## src/rtl/adc_seq_pkg.sv

```systemverilog
// ============================================================================
// adc_seq_pkg : shared state encoding and failure codes for the ADC sequencer
// Revision    : 1.0
// ============================================================================
`default_nettype none

package adc_seq_pkg;

  typedef enum logic [2:0] {
    S_IDLE    = 3'd0,
    S_CLKRST  = 3'd1,
    S_SETTLE  = 3'd2,
    S_CAL     = 3'd3,
    S_CAPTURE = 3'd4,
    S_DONE    = 3'd5,
    S_FAIL    = 3'd6
  } seq_state_e;

  localparam logic [1:0] FAIL_NONE   = 2'd0;
  localparam logic [1:0] FAIL_CAL_TO = 2'd1;
  localparam logic [1:0] FAIL_SMP_TO = 2'd2;
  localparam logic [1:0] FAIL_ABORT  = 2'd3;

  function automatic logic is_active(input seq_state_e s);
    return (s == S_CLKRST) || (s == S_SETTLE) || (s == S_CAL) || (s == S_CAPTURE);
  endfunction

endpackage

`default_nettype wire

```

## src/rtl/seq_timer.sv

```systemverilog
// ============================================================================
// seq_timer : loadable saturating down-counter shared by all timed phases
// Revision  : 1.0
// ============================================================================
`default_nettype none

module seq_timer #(
  parameter int CNT_W = 16
) (
  input  logic             core_clock,
  input  logic             reset,
  input  logic             load_i,
  input  logic [CNT_W-1:0] value_i,
  input  logic             en_i,
  output logic             zero_o
);

  logic [CNT_W-1:0] count_q;

  always_ff @(posedge core_clock) begin
    if (!reset) begin
      count_q <= '0;
    end else if (load_i) begin
      count_q <= value_i;
    end else if (en_i && (count_q != '0)) begin
      count_q <= count_q - CNT_W'(1);
    end
  end

  assign zero_o = (count_q == '0);

endmodule

`default_nettype wire

```

## src/rtl/adc_bringup_sequencer.sv

```systemverilog
// ============================================================================
// adc_bringup_sequencer : ADC clock reset, settle, calibration and capture
// Revision              : 1.0
// ============================================================================
`default_nettype none

module adc_bringup_sequencer
  import adc_seq_pkg::*;
#(
  parameter int CLKRST_CYCLES  = 16,
  parameter int SETTLE_CYCLES  = 64,
  parameter int TIMEOUT_CYCLES = 1024,
  parameter int CAPTURE_LEN    = 256,
  parameter int CNT_W          = 16
) (
  input  logic             core_clock,
  input  logic             reset,
  input  logic             start_i,
  input  logic             abort_i,
  output logic             clkrst_o,
  output logic             cal_req_o,
  input  logic             cal_ack_i,
  input  logic             sample_valid_i,
  output logic             sample_en_o,
  output logic [CNT_W-1:0] sample_count_o,
  output logic             busy_o,
  output logic             done_o,
  output logic             fail_o,
  output logic [1:0]       fail_code_o
);

  // A phase of N cycles loads N-1: the exit edge is the one that sees zero.
  localparam logic [CNT_W-1:0] CLKRST_LOAD  = CNT_W'(CLKRST_CYCLES - 1);
  localparam logic [CNT_W-1:0] SETTLE_LOAD  = CNT_W'(SETTLE_CYCLES - 1);
  localparam logic [CNT_W-1:0] TIMEOUT_LOAD = CNT_W'(TIMEOUT_CYCLES - 1);
  localparam logic [CNT_W-1:0] CAPTURE_LAST = CNT_W'(CAPTURE_LEN);

  seq_state_e       state_q;
  logic             clkrst_q;
  logic             cal_req_q;
  logic             sample_en_q;
  logic             busy_q;
  logic             done_q;
  logic             fail_q;
  logic [1:0]       fail_code_q;
  logic [CNT_W-1:0] sample_count_q;
  logic [CNT_W-1:0] sample_count_d;

  logic             tmr_load;
  logic [CNT_W-1:0] tmr_value;
  logic             tmr_en;
  logic             tmr_zero;

  assign sample_count_d = (sample_count_q == '1) ? sample_count_q
                                                 : sample_count_q + CNT_W'(1);

  always_comb begin
    tmr_load  = 1'b0;
    tmr_value = '0;
    tmr_en    = 1'b0;
    case (state_q)
      S_IDLE, S_DONE, S_FAIL: begin
        if (start_i) begin
          tmr_load  = 1'b1;
          tmr_value = CLKRST_LOAD;
        end
      end
      S_CLKRST: begin
        if (tmr_zero) begin
          tmr_load  = 1'b1;
          tmr_value = SETTLE_LOAD;
        end else begin
          tmr_en = 1'b1;
        end
      end
      S_SETTLE: begin
        if (tmr_zero) begin
          tmr_load  = 1'b1;
          tmr_value = TIMEOUT_LOAD;
        end else begin
          tmr_en = 1'b1;
        end
      end
      S_CAL: begin
        if (cal_ack_i) begin
          tmr_load  = 1'b1;
          tmr_value = TIMEOUT_LOAD;
        end else begin
          tmr_en = 1'b1;
        end
      end
      S_CAPTURE: begin
        // Every accepted sample re-arms the inter-sample watchdog.
        if (sample_valid_i) begin
          tmr_load  = 1'b1;
          tmr_value = TIMEOUT_LOAD;
        end else begin
          tmr_en = 1'b1;
        end
      end
      default: begin
        tmr_load = 1'b0;
      end
    endcase
  end

  seq_timer #(
    .CNT_W (CNT_W)
  ) u_timer (
    .core_clock (core_clock),
    .reset      (reset),
    .load_i     (tmr_load),
    .value_i    (tmr_value),
    .en_i       (tmr_en),
    .zero_o     (tmr_zero)
  );

  always_ff @(posedge core_clock) begin
    if (!reset) begin
      state_q        <= S_IDLE;
      clkrst_q       <= 1'b0;
      cal_req_q      <= 1'b0;
      sample_en_q    <= 1'b0;
      busy_q         <= 1'b0;
      done_q         <= 1'b0;
      fail_q         <= 1'b0;
      fail_code_q    <= FAIL_NONE;
      sample_count_q <= '0;
    end else if (abort_i && is_active(state_q)) begin
      state_q     <= S_FAIL;
      clkrst_q    <= 1'b0;
      cal_req_q   <= 1'b0;
      sample_en_q <= 1'b0;
      busy_q      <= 1'b0;
      fail_q      <= 1'b1;
      fail_code_q <= FAIL_ABORT;
    end else begin
      case (state_q)
        S_IDLE, S_DONE, S_FAIL: begin
          if (start_i) begin
            state_q        <= S_CLKRST;
            clkrst_q       <= 1'b1;
            busy_q         <= 1'b1;
            done_q         <= 1'b0;
            fail_q         <= 1'b0;
            fail_code_q    <= FAIL_NONE;
            sample_count_q <= '0;
          end
        end
        S_CLKRST: begin
          if (tmr_zero) begin
            state_q  <= S_SETTLE;
            clkrst_q <= 1'b0;
          end
        end
        S_SETTLE: begin
          if (tmr_zero) begin
            state_q   <= S_CAL;
            cal_req_q <= 1'b1;
          end
        end
        S_CAL: begin
          if (cal_ack_i) begin
            state_q     <= S_CAPTURE;
            cal_req_q   <= 1'b0;
            sample_en_q <= 1'b1;
          end else if (tmr_zero) begin
            state_q     <= S_FAIL;
            cal_req_q   <= 1'b0;
            busy_q      <= 1'b0;
            fail_q      <= 1'b1;
            fail_code_q <= FAIL_CAL_TO;
          end
        end
        S_CAPTURE: begin
          if (sample_valid_i) begin
            sample_count_q <= sample_count_d;
            if (sample_count_d == CAPTURE_LAST) begin
              state_q     <= S_DONE;
              sample_en_q <= 1'b0;
              busy_q      <= 1'b0;
              done_q      <= 1'b1;
            end
          end else if (tmr_zero) begin
            state_q     <= S_FAIL;
            sample_en_q <= 1'b0;
            busy_q      <= 1'b0;
            fail_q      <= 1'b1;
            fail_code_q <= FAIL_SMP_TO;
          end
        end
        default: begin
          state_q     <= S_IDLE;
          clkrst_q    <= 1'b0;
          cal_req_q   <= 1'b0;
          sample_en_q <= 1'b0;
          busy_q      <= 1'b0;
        end
      endcase
    end
  end

  assign clkrst_o       = clkrst_q;
  assign cal_req_o      = cal_req_q;
  assign sample_en_o    = sample_en_q;
  assign sample_count_o = sample_count_q;
  assign busy_o         = busy_q;
  assign done_o         = done_q;
  assign fail_o         = fail_q;
  assign fail_code_o    = fail_code_q;

endmodule

`default_nettype wire

```

## config.mk

```make
export PLATFORM = sky130hd
export DESIGN_NAME = adc_bringup_sequencer
export DESIGN_NICKNAME = d
export VERILOG_FILES = /design/src/rtl/adc_seq_pkg.sv /design/src/rtl/seq_timer.sv /design/src/rtl/adc_bringup_sequencer.sv
export SDC_FILE = /design/constraint.sdc
export NUM_CORES = 1
export LEC_CHECK = 0
export BUFFER_PORTS_ARGS = -buffer_cell sky130_fd_sc_hd__buf_2
export CORE_UTILIZATION = 58
export DETAILED_ROUTE_END_ITERATION = 8
export GPL_TIMING_DRIVEN = 0
export PLACE_DENSITY = 0.79
export SYNTH_ARGS = -nofsm -noshare
export SYNTH_HDL_FRONTEND = slang
export SYNTH_SLANG_ARGS = --single-unit
```

## constraint.sdc

```tcl
create_clock -name core_clock -period 4.58 [get_ports core_clock]
set_input_delay 0.458 -clock core_clock [delete_from_list [all_inputs] [get_ports core_clock]]
set_output_delay 0.458 -clock core_clock [all_outputs]
set_load 0.1 [all_outputs]
```

# Word-level counts from Yosys, hierarchy flattened
# Index checks and enable logic that the tools add are counted.
dict set report totals {
  register_bits 43
  latch_bits 0
  mem_bits_rw 0
  mem_bits_ro 0
  input_bits 6
  output_inout_bits 24
  wordCells 132
  n_memories 0
}
dict set report op_classes {
  addsub 2
  multipliers 0
  div 0
  order_cmp 0
  n_eq_ne 26
  shifts 0
  n_mux 60
  bitwise 6
  n_reduce_logical 27
}
# cell count
set ops {}
lappend ops {{$mux W16} 5}
lappend ops {{$pmux W10 S5} 1}
lappend ops {{$pmux W16 S2} 1}
lappend ops {{$mux W10} 3}
lappend ops {{$mux W1} 24}
lappend ops {{$mux W3} 8}
lappend ops {{$reduce_and A4 Y1} 6}
lappend ops {{$ne A3 B2 Y1 const B} 7}
lappend ops {{$add A16 B1 Y16 const B} 1}
lappend ops {{$eq A16 B16 Y1 const B} 1}
lappend ops {{$eq A16 B9 Y1 const B} 1}
lappend ops {{$logic_not A16 Y1} 1}
lappend ops {{$reduce_bool A16 Y1} 1}
lappend ops {{$sub A16 B1 Y16 const B} 1}
lappend ops {{$pmux W1 S3} 5}
lappend ops {{$pmux W3 S5} 1}
lappend ops {{$mux W2} 6}
lappend ops {{$ne A2 B2 Y1 const B} 6}
lappend ops {{$reduce_or A5 Y1} 2}
lappend ops {{$eq A3 B3 Y1 const B} 3}
lappend ops {{$ne A3 B3 Y1 const B} 3}
lappend ops {{$pmux W1 S4} 2}
lappend ops {{$eq A3 B2 Y1 const B} 2}
lappend ops {{$mux W6} 1}
lappend ops {{17 further kinds} 29}

# Longest topological paths before layout
# Gate-level depths: netlist (run 1).
dict set report depth {
  depth_word 7
  depth_mapped 9
  depth_no_buf 8
}

# Modules after synthesis
# A second synthesis (run 1) with hierarchy kept.
dict set report hier_totals {
  hier_cells 422
  area_unflattened_um2 3030.4
}
# module instances cells_per_inst area_each_um2 seq_area_each_um2
set by_module_without_submodules {}
lappend by_module_without_submodules {adc_bringup_sequencer 1 308 2108.3 540.5}
lappend by_module_without_submodules {seq_timer 1 114 922.1 320.3}

# Least setup slack after synthesis (run 1)
# Ideal clock, no wire load.
dict set report synth_path {
  path_kind {reg2reg}
  startpoint {register sample_count_q[0], in the netlist sample_count_o[0]}
  endpoint {register busy_q, in the netlist busy_o}
  setup_ns 0.145
  arrival_time_ns 3.020
  t_required_ns 4.435
  path_slack_ns 1.416
  path_stages_with_launch 9
  path_buffers 1
  synth_period_minus_slack_ns 3.164
  path_cell_list {dfxtp_1 ha_1 buf_1 nand4_1 nor3_1 mux2_2 nand4b_1 o31ai_1 a221oi_1}
}
dict set report synth_via {
  elab_chain_len 5
  word_cells_on_any_way 6
  cone_classes {1 x add/sub; 3 x eq/ne; 1 x mux; 1 x reduce/logical}
}
# item line
set synth_rtl {}
lappend synth_rtl {{from (decl)} adc_bringup_sequencer.sv:46} ;# logic [CNT_W-1:0] sample_count_q;
lappend synth_rtl {{from (signal assigned)} adc_bringup_sequencer.sv:177} ;# sample_count_q <= sample_count_d;
lappend synth_rtl {{$add A16 B1 Y16 or $eq A16 B16 Y1 (tied branches)} {adc_bringup_sequencer.sv:55, adc_bringup_sequencer.sv:54}}
lappend synth_rtl {{$mux W16 *} adc_bringup_sequencer.sv:54} ;# assign sample_count_d = (sample_count_q == '1) ? sample_count_q
lappend synth_rtl {{$eq A16 B9 Y1 *} adc_bringup_sequencer.sv:178} ;# if (sample_count_d == CAPTURE_LAST) begin
lappend synth_rtl {{$ne A3 B2 Y1 (no source line) *} --}
lappend synth_rtl {{$reduce_and A4 Y1 (no source line) *} --}
lappend synth_rtl {{to (signal assigned)} adc_bringup_sequencer.sv:181} ;# busy_q <= 1'b0;
lappend synth_rtl {{to (signal assigned)} adc_bringup_sequencer.sv:187} ;# busy_q <= 1'b0;
lappend synth_rtl {{to (signal assigned)} adc_bringup_sequencer.sv:197} ;# busy_q <= 1'b0;
lappend synth_rtl {{to (decl)} adc_bringup_sequencer.sv:42} ;# logic busy_q;
# Every way passes the cells marked *; elsewhere a longest branch is shown, timed or not.
# A chain may end at the register's enable or synchronous reset.

# Worst setup path after layout (run 1)
# Same ends and word-level chain as after synthesis.

==> metrics.txt, run 1 <==
PwrDens between 500 and 600 nW/um2; Worst setup EP type register; row count 25; Synth Warn # 0; Post-synth EDFFs 0; Area Overhead vs Synth 10.5%; Reg2Reg Setup Slack 1.66 ns; FFs w/ async S/R, synth 0%; LEAKAGE 1.17 nW; die area between 5000 and 6000 um2; RSZ-0062 raised after global routing no; CTS Sinks 43; Netlist cell types 67; crit path max-delay cell type dfxtp_1; final hold slack between 0.4 and 0.5 ns; crit start category register; Max clock buf depth 2; WP buf/inv 1; routability cong. between 0.9 and 1; final WL between 7 and 8 mm; crit path cell chain ha_1 -> buf_1 -> nand4_1 -> nor3_1 -> mux2_2 -> nand4b_1 -> o31ai_1 -> a221oi_1; Setup TNS 0 ns; Hold Vio Cnt, Final 0; biggest area consumer among synthesized cells dfxtp_1; Final #Nets between 400 and 500; Layout fillers 425; routed len/inst roughly 16 um; largest net degree at the start of global routing 14; layout cells sized above 1 between 10% and 20%; Num CTS Buffers 5; Post-Synth Adder-Cell Area between 1.5 and 2%; die extent in y approximately 72 um; Overflow after GRT 0; Post-synth top flop dfxtp_1; CTS tree done; Post-CTS Repair Setup Buffers 0; htree depth 2; multiplexer area fraction after synthesis roughly 1.8%; clock skew ~0.009 ns; first-pass GRT wire length ~12 mm; Synth top cells by count dfxtp_1, nor2_1, nand2_1; RR Endpoint busy_o; Critical Setup Path Class reg2reg; status complete, no violations; Worst VDD drop 0.000232 V; Clock power frac ~13%; crit path capture busy_o; Simple-Gate Fraction of Synth Area 27.7%; Seq/Total Area, Yosys roughly 30%; switch share 51.1%; max cap viols 0; I/O pin count 30; Skew-Pair Late Insertion Delay 0.30 ns; Tightest Pin Transition around 0.74 ns; Int Pwr approximately 0.00093 W; largest stage delay on the critical path 0.48 ns; Synth Area in Compound Gates between 20 and 30%; CTS Hold Bufs 0; largest cells by area after synthesis dfxtp_1, nor2_1, o21ai_0; Psw just under 0.001 W; Post-DP HPWL 5.43 mm; router iterations before antenna repair 5; clock slew seen by the registers of the worst setup and hold paths 0.09 ns; via count ~3000; Slew Viols, Final 0; critical path fanouts, max 8; FMAX roughly 340 MHz; Avg Cell Area, Syn just under 8 um2; Comb power frac approximately 59%; initial core utilization roughly three fifths; antenna cells 0; Via density 6.45; CP Depth 8; syn_nets about 380; R2R Path Start sample_count_o[0]; Core ar. ~4700 um2; Req. time, crit path 4.74 ns; initial antenna violation count 0; power share of the sequential group roughly 28%; largest family of logic cells by synthesized area compound AO/OA/AOI/OAI gates; HP Class reg2reg; Synth Register Bits between 40 and 50; Tmin final 2.92 ns; IO Port Bufs 26; top-area cell type share of the netlist area between 30% and 40%; Rel. slew slack approximately 50%; DRT antenna net count 0; vias in the first global route ~2700; Root Buffer Master clkbuf_8; Post-Synthesis Cell Area between 2000 and 3000 um2; reg2reg path depth 8; crit path from sample_count_o[0]; non-filler cells, final about 470; Top delay family on crit path simple AND/OR/NAND/NOR gates; DRC violations left 0; die span in x 72.2 um; placed instance count approximately 460; GRT Util Overall ~30%; final setup fails 0; Synth Instances about 370; cts repair resizes 0; XOR/XNOR share of the synthesized area under 10%; hold path depth 2; Starting DRT DRC Count 301; worst path arrival time ~3 ns; most common cell in the netlist dfxtp_1; Tcrit/Tclk final a little under two thirds
cell families after synthesis:
family,count (synthesis)
XOR/XNOR,17
flip-flops,43
buffers and inverters,37
AND/OR/NAND/NOR,146
adder cells (fa/ha/maj),4
AO/OA/AOI/OAI,116
multiplexers,5
through the flow:
step           area (um2)  setup WS (ns)  power (W)  utilization, %
2_1_floorplan        2860           1.42    0.00142               -
3_3_place_gp         3080           1.68    0.00161            65.1
3_5_place_dp         3080           1.69    0.00163            65.1
4_1_cts              3160           1.67    0.00188            66.9
5_1_grt              3160           1.48    0.00202            66.9
6_report             3160           1.66    0.00190            66.9
worst register-to-register path, stage by stage, from the launching register on:
cell and delay [ns]:
dfxtp_1 0.48, ha_1 0.20, buf_1 0.30, nand4_1 0.37, nor3_1 0.30, mux2_2 0.37, nand4b_1 0.20, o31ai_1 0.43
a221oi_1 0.14
state kept, by name, indices dropped and copies added (netlist names):
register / count
fail_code_o: 2
sample_en_o: 1
u_timer.count_q: 16
cal_req_o: 1
done_o: 1
busy_o: 1
state_q: 3
clkrst_o: 1
fail_o: 1
sample_count_o: 16
power groups by stage:
stage | combinational, W | sequential (W) | clock (W)
global route | 0.00121 | 0.000541 | 0.000265
finish | 0.00112 | 0.000532 | 0.000244
CTS | 0.00110 | 0.000530 | 0.000248
floorplan | 0.000735 | 0.000688 | 0
detailed placement | 0.00109 | 0.000538 | 0
global placement | 0.00107 | 0.000533 | 0
worst min path at each step:
stage | startpoint | endpoint | slack (ns)
after floorplan | u_timer.count_q[15] | u_timer.count_q[15] | 0.49
after global placement | fail_code_o[1] | fail_code_o[1] | 0.44
after detailed placement | fail_code_o[1] | fail_code_o[1] | 0.45
after CTS | fail_code_o[1] | fail_code_o[1] | 0.47
after global routing | fail_code_o[1] | fail_code_o[1] | 0.49
final | fail_code_o[0] | fail_code_o[0] | 0.46
metal layers:
metal	share of wire [%]	wire length, um	vias to the layer above	global-route usage (%)
li1	-	-	1436	-
met1	42	3200	1428	37.1
met2	49	3710	144	50.7
met3	6.8	516	19	4.58
met4	2.2	165	0	12.6
met5	0	0	-	0
cell usage in the layout, fill, tap and decap left out, types with 4 or more instances in the layout:
cell type / instances
dfxtp_1: 43
nor2_1: 35
nand2_1: 31
buf_2: 29
o21ai_0: 24
clkbuf_1: 22
a21oi_1: 17
a21boi_0: 12
xnor2_1: 12
nand3_1: 11
a31oi_1: 11
nand4_1: 9
nor3_1: 9
inv_1: 8
nor4_1: 8
o21a_1: 8
nand2b_1: 5
nor2b_1: 5
or3_1: 5
xor2_1: 5
clkbuf_8: 5
buf_1: 4
and3_1: 4
o22ai_1: 4
mux2i_1: 4
a22oi_1: 4
o221a_1: 4
nor4b_1: 4
layout make-up:
cell class | instances | area, um2 | area share (%)
Inverter | 9 | 33.8 | 1.07
Buffer | 28 | 109 | 3.44
Timing Repair Buffer | 26 | 130 | 4.12
Tap cell | 67 | 83.8 | 2.65
Clock buffer | 6 | 72.6 | 2.30
Multi-Input combinational cell | 288 | 1860 | 58.8
Clock inverter | 2 | 12.5 | 0.396
Sequential cell | 43 | 861 | 27.2
Power figures use the tool's default switching activity.
==> run 2: changes to the inputs <==
CORE_UTILIZATION = 53   (was 58)
PLACE_DENSITY = 0.76   (was 0.79)
clock period = 2.4 ns   (was 4.58 ns; I/O delays follow)
==> metrics.txt, run 2 (synthesis gave the netlist of run 1 again) <==
status complete, no violations; clock skew 0.00570 ns (-0.00331 ns); Root Buffer Master clkbuf_8; DRC violations left 0 (unchanged); die span in x 75.5 um (+4.5%); CTS Sinks 43 (unchanged); Tightest Pin Transition 0.629 ns (-0.112 ns); die area 5700 um2 (+9.2%); htree depth 2 (unchanged); Worst VDD drop 0.000479 V (+110%); via count 3018 (-0.30%); layout cells sized above 1 22.4% (+9.5 points); initial core utilization 55.7% (-4.9 points); LEAKAGE 1.27 nW (+8.6%); HP Class in2reg; Req. time, crit path 2.57 ns (-2.17 ns); Critical Setup Path Class reg2reg; reg2reg path depth 9 (+1); max cap viols 0 (unchanged); Overflow after GRT 0 (unchanged); global-route track usage on met1 36.0% (-1.1 points); PwrDens 1120 nW/um2 (+86%); antenna cells 0 (unchanged); DRT antenna net count 0 (unchanged); routability cong. 0.906 (-8.6%); Starting DRT DRC Count 356 (+18%); router iterations before antenna repair 5 (unchanged); initial antenna violation count 0 (unchanged); commonest non-fill, non-tap cell in the layout nor2_1; GR Util met2 45.9% (-4.7 points); worst slack, placed -0.0956 ns (-1.78 ns); GRT Util Overall 27.4% (-2.3 points); crit path from sample_count_o[10]; Hold Vio Cnt, Final 0 (unchanged); busiest grt layer met2; largest net degree at the start of global routing 14 (unchanged); Via density 6.34 (-1.8%); Tcrit/Tclk final 99.0% (+35 points); Area Overhead vs Synth 16.1%; crit start category register; Post-DP HPWL 5.33 mm (-1.8%); FMAX 421 MHz (+23%); crit path capture busy_o; CTS tree done; IO Port Bufs 26 (unchanged); met3 usage 4.10% (-0.48 points); Rel. slew slack 58.1% (+8.2 points); I/O pin count 30 (unchanged); clock slew seen by the registers of the worst setup and hold paths 0.08 ns (about the same); Final Instance Area 3320 um2 (+5.1%); Core ar. 5140 um2 (+8.8%); RR Endpoint busy_o; final WL 7.91 mm (+4.3%); Reg2Reg Setup Slack 0.02 ns (-1.63 ns); Num CTS Buffers 5 (unchanged); row count 26 (+4.0%); worst path arrival time 2.55 ns (-0.54 ns); Total Power 0.00371 W (+96%); vias in the first global route 2488 (-8.7%); routed len/inst 16.6 um (+2.7%); commonest cells after routing, fill and taps aside nor2_1, nand2_1, buf_2; Slew Viols, Final 0 (unchanged); die extent in y 75.5 um (+4.5%); Max clock buf depth 2 (unchanged); first-pass GRT wire length 11.9 mm (-2.4%); Final #Nets 413 (+0.98%); placed cell area 3120 um2 (+1.4%); Skew-Pair Late Insertion Delay 0.30 ns (about the same); critical path fanouts, max 7 (-1); Final WS setup 0.0245 ns (-1.63 ns); R2R Path Start sample_count_o[10]; final setup fails 0 (unchanged); Layout fillers 480 (+13%); Tmin final 2.38 ns (-0.549 ns); fin util 64.6% (-2.3 points); Worst setup EP type register
## run 2: changes by cell type in the layout (fill, tap and decap cells not counted), moves of 2 or more
cell / previous run / this run
buf_1: 4 / 2
buf_4: 0 / 8
clkbuf_1: 22 / 13
clkbuf_2: 0 / 7
dfxtp_1: 43 / 27
dfxtp_2: 0 / 11
dfxtp_4: 0 / 5
nor4_1: 8 / 4
nor4_2: 0 / 4
## run 2: final cells by class
cell class | count | area [um2] | area share [%]
multi-input combinational | 288 | 1930 | 58.1
clock inverter | 2 | 11.3 | 0.339
timing repair buffer | 33 | 183 | 5.50
tap | 70 | 87.6 | 2.64
clock buffer | 6 | 72.6 | 2.18
inverter | 9 | 33.8 | 1.02
sequential | 43 | 893 | 26.9
buffer | 25 | 110 | 3.31
## run 2: routing by layer
| layer | routed length (um) | up-vias |
|---|---|---|
| met2 | 3760 | 149 |
| met4 | 135 | 0 |
| met3 | 568 | 17 |
| met5 | 0 | - |
| li1 | - | 1439 |
| met1 | 3440 | 1413 |
## run 2: repair_timing
item	CTS	global route
hold buffers	0	0
resized for setup	2	23
pin swaps	2	2
setup buffers	3	4
setup endpoints to repair	4	28
## run 2: power by group
part | switching [W] | internal, W | total [W]
Combinational | 0.00147 | 0.000749 | 0.00222
Clock | 0.000261 | 0.000205 | 0.000466
Sequential | 0.000160 | 0.000865 | 0.00103
## run 2: critical path, stage by stage, from the launching register on
cell	delay, ns
dfxtp_4	0.35
clkbuf_1	0.26
nand4_1	0.21
buf_4	0.20
nor4b_4	0.35
mux2i_1	0.27
nand4b_1	0.17
o31ai_2	0.20
buf_4	0.16
a221oi_1	0.07
## run 2: how the worst min path moves through the flow
stage / from / end / cells past startpoint
floorplan: u_timer.count_q[15] / u_timer.count_q[15] / 2
global placement: fail_code_o[1] / fail_code_o[1] / 2
detailed placement: fail_code_o[1] / fail_code_o[1] / 2
CTS: reset / sample_count_o[9] / 2
global route: reset / fail_code_o[1] / 3
finish: reset / sample_count_o[9] / 2
## run 2: through the flow
step / std cells / setup TNS (ns) / hold slack, ns
floorplan: 368 / 0 / 0.485
global placement: 464 / -0.131 / 0.446
detailed placement: 464 / -0.205 / 0.456
CTS: 474 / 0 / 0.399
global route: 476 / -0.189 / 0.416
finish: 476 / 0 / 0.388
==> run 3: changes to the inputs <==
PLACE_DENSITY = 0.87   (was 0.76)
==> metrics.txt, run 3 (synthesis gave the netlist of run 1 again) <==
die area 5700 um2 (unchanged); commonest cells after routing, fill and taps aside nor2_1, nand2_1, buf_2; RSZ-0062 raised after global routing yes; commonest non-fill, non-tap cell in the layout nor2_1; die extent in y 75.5 um (unchanged); CTS Hold Bufs 0 (unchanged); Final WS setup 0.0618 ns (+0.0373 ns); crit start category register; crit path capture busy_o; Core ar. 5140 um2 (unchanged); Reg2Reg Setup Slack 0.06 ns (+0.04 ns); Final #Nets 414 (+0.24%); PwrDens 1160 nW/um2 (+3.9%); worst path arrival time 2.52 ns (-0.03 ns); routability cong. 0.962 (+6.1%); Slew Viols, Final 0 (unchanged); worst slack, placed -0.0235 ns (+0.0721 ns); final hold slack 0.394 ns (+0.00587 ns); Critical Setup Path Class reg2reg; crit path cell chain ha_1 -> buf_4 -> nand4_1 -> nor3_2 -> mux2_2 -> nand4b_1 -> o31ai_4 -> a221oi_1; crit path max-delay cell type dfxtp_4; clock slew seen by the registers of the worst setup and hold paths 0.09 ns (about the same); Layout fillers 441 (-8.1%); CTS tree done; largest net degree at the start of global routing 15 (+1); row count 26 (unchanged); Overflow after GRT 0 (unchanged); initial core utilization 55.7% (unchanged); Max clock buf depth 2 (unchanged); via count 3107 (+2.9%); LEAKAGE 1.31 nW (+3.1%); antenna cells 0 (unchanged); Via density 6.51 (+2.7%); HP Class in2reg; die span in x 75.5 um (unchanged); GRT Util Overall 28.7% (+1.3 points); Root Buffer Master clkbuf_8; Skew-Pair Late Insertion Delay 0.31 ns (about the same); final setup fails 0 (unchanged); Rel. slew slack 58.9% (+0.81 points); Setup TNS 0 ns (unchanged); RR Endpoint busy_o; first-pass GRT wire length 12.4 mm (+4.1%); final WL 8.15 mm (+3.0%); Req. time, crit path 2.59 ns (+0.02 ns); FMAX 428 MHz (+1.6%); reg2reg path depth 8 (-1); hold path depth 3 (+1); clock skew 0.00923 ns (+0.00353 ns); DRT antenna net count 0 (unchanged); Worst VDD drop 0.000784 V (+64%); initial antenna violation count 0 (unchanged); Tightest Pin Transition 0.617 ns (-0.0122 ns); IO Port Bufs 26 (unchanged); fin util 66.0% (+1.4 points); htree depth 2 (unchanged); routed len/inst 17.1 um (+2.8%); crit path from sample_count_o[0]; Tmin final 2.34 ns (-0.0373 ns); Post-DP HPWL 5.33 mm (+0.12%); vias in the first global route 2630 (+5.7%); I/O pin count 30 (unchanged); Starting DRT DRC Count 344 (-3.4%); Hold Vio Cnt, Final 0 (unchanged); Area Overhead vs Synth 18.6%; status complete, no violations; layout cells sized above 1 23.3% (+0.93 points); CTS Sinks 43 (unchanged); critical path fanouts, max 8 (+1); R2R Path Start sample_count_o[0]; largest stage delay on the critical path 0.38 ns (+0.03 ns); router iterations before antenna repair 5 (unchanged); max cap viols 0 (unchanged); Tcrit/Tclk final 97.4% (-1.6 points); DRC violations left 0 (unchanged); Num CTS Buffers 5 (unchanged); Worst setup EP type register
## run 3: layer usage
| layer | track usage (%) | vias up | routed length (um) |
|---|---|---|---|
| met3 | 5.69 | 21 | 790 |
| li1 | - | 1446 | - |
| met5 | 0 | - | 0 |
| met1 | 38.6 | 1438 | 3350 |
| met2 | 45.1 | 202 | 3840 |
| met4 | 11.5 | 0 | 172 |
## run 3: worst max-delay path, delay by kind of cell (launching register included)
kind | cells | cell delay (ns)
multiplexers | 1 | 0.36
AO/OA/AOI/OAI | 2 | 0.47
adder cells (fa/ha/maj) | 1 | 0.14
flip-flops | 1 | 0.38
AND/OR/NAND/NOR | 3 | 0.73
buffers and inverters | 1 | 0.15
## run 3: cell type report
type                    instances  area [um2]  area share (%)
plain buffers                  23         101            2.99
clock buffers                   7         119            3.50
clock inverters                 1        6.26           0.184
inverters                       9        33.8           0.995
multi-input cells             288        1950            57.4
flip-flops and latches         43         893            26.3
well taps                      70        87.6            2.58
repair buffers                 36         205            6.04
## run 3: power by group
| part | leakage [nW] | switching [W] | total [W] | internal (W) |
|---|---|---|---|---|
| Sequential | 0.359 | 0.000160 | 0.00102 | 0.000865 |
| Clock | 0.0651 | 0.000275 | 0.000608 | 0.000332 |
| Combinational | 0.883 | 0.00152 | 0.00231 | 0.000785 |
## run 3: per-stage QoR
step | power, W | area, um2 | cells
finish | 0.00394 | 3390 | 477
CTS | 0.00377 | 3280 | 474
floorplan | 0.00272 | 2900 | 368
detailed placement | 0.00313 | 3120 | 464
global route | 0.00416 | 3390 | 477
global placement | 0.00306 | 3120 | 464
## run 3: how the worst min path moves through the flow
| stage | end | slack [ns] | from |
|---|---|---|---|
| after floorplan | u_timer.count_q[15] | 0.49 | u_timer.count_q[15] |
| after global placement | fail_code_o[1] | 0.45 | fail_code_o[1] |
| after detailed placement | busy_o | 0.45 | busy_o |
| after CTS | busy_o | 0.39 | reset |
| after global routing | sample_count_o[10] | 0.44 | reset |
| final | busy_o | 0.39 | reset |
## run 3: repair_timing
item                       in CTS  in global routing
resized for setup               3                 25
gates cloned                    0                  0
buffers inserted                2                  8
pin swaps                       1                  7
setup endpoints to repair       4                 31
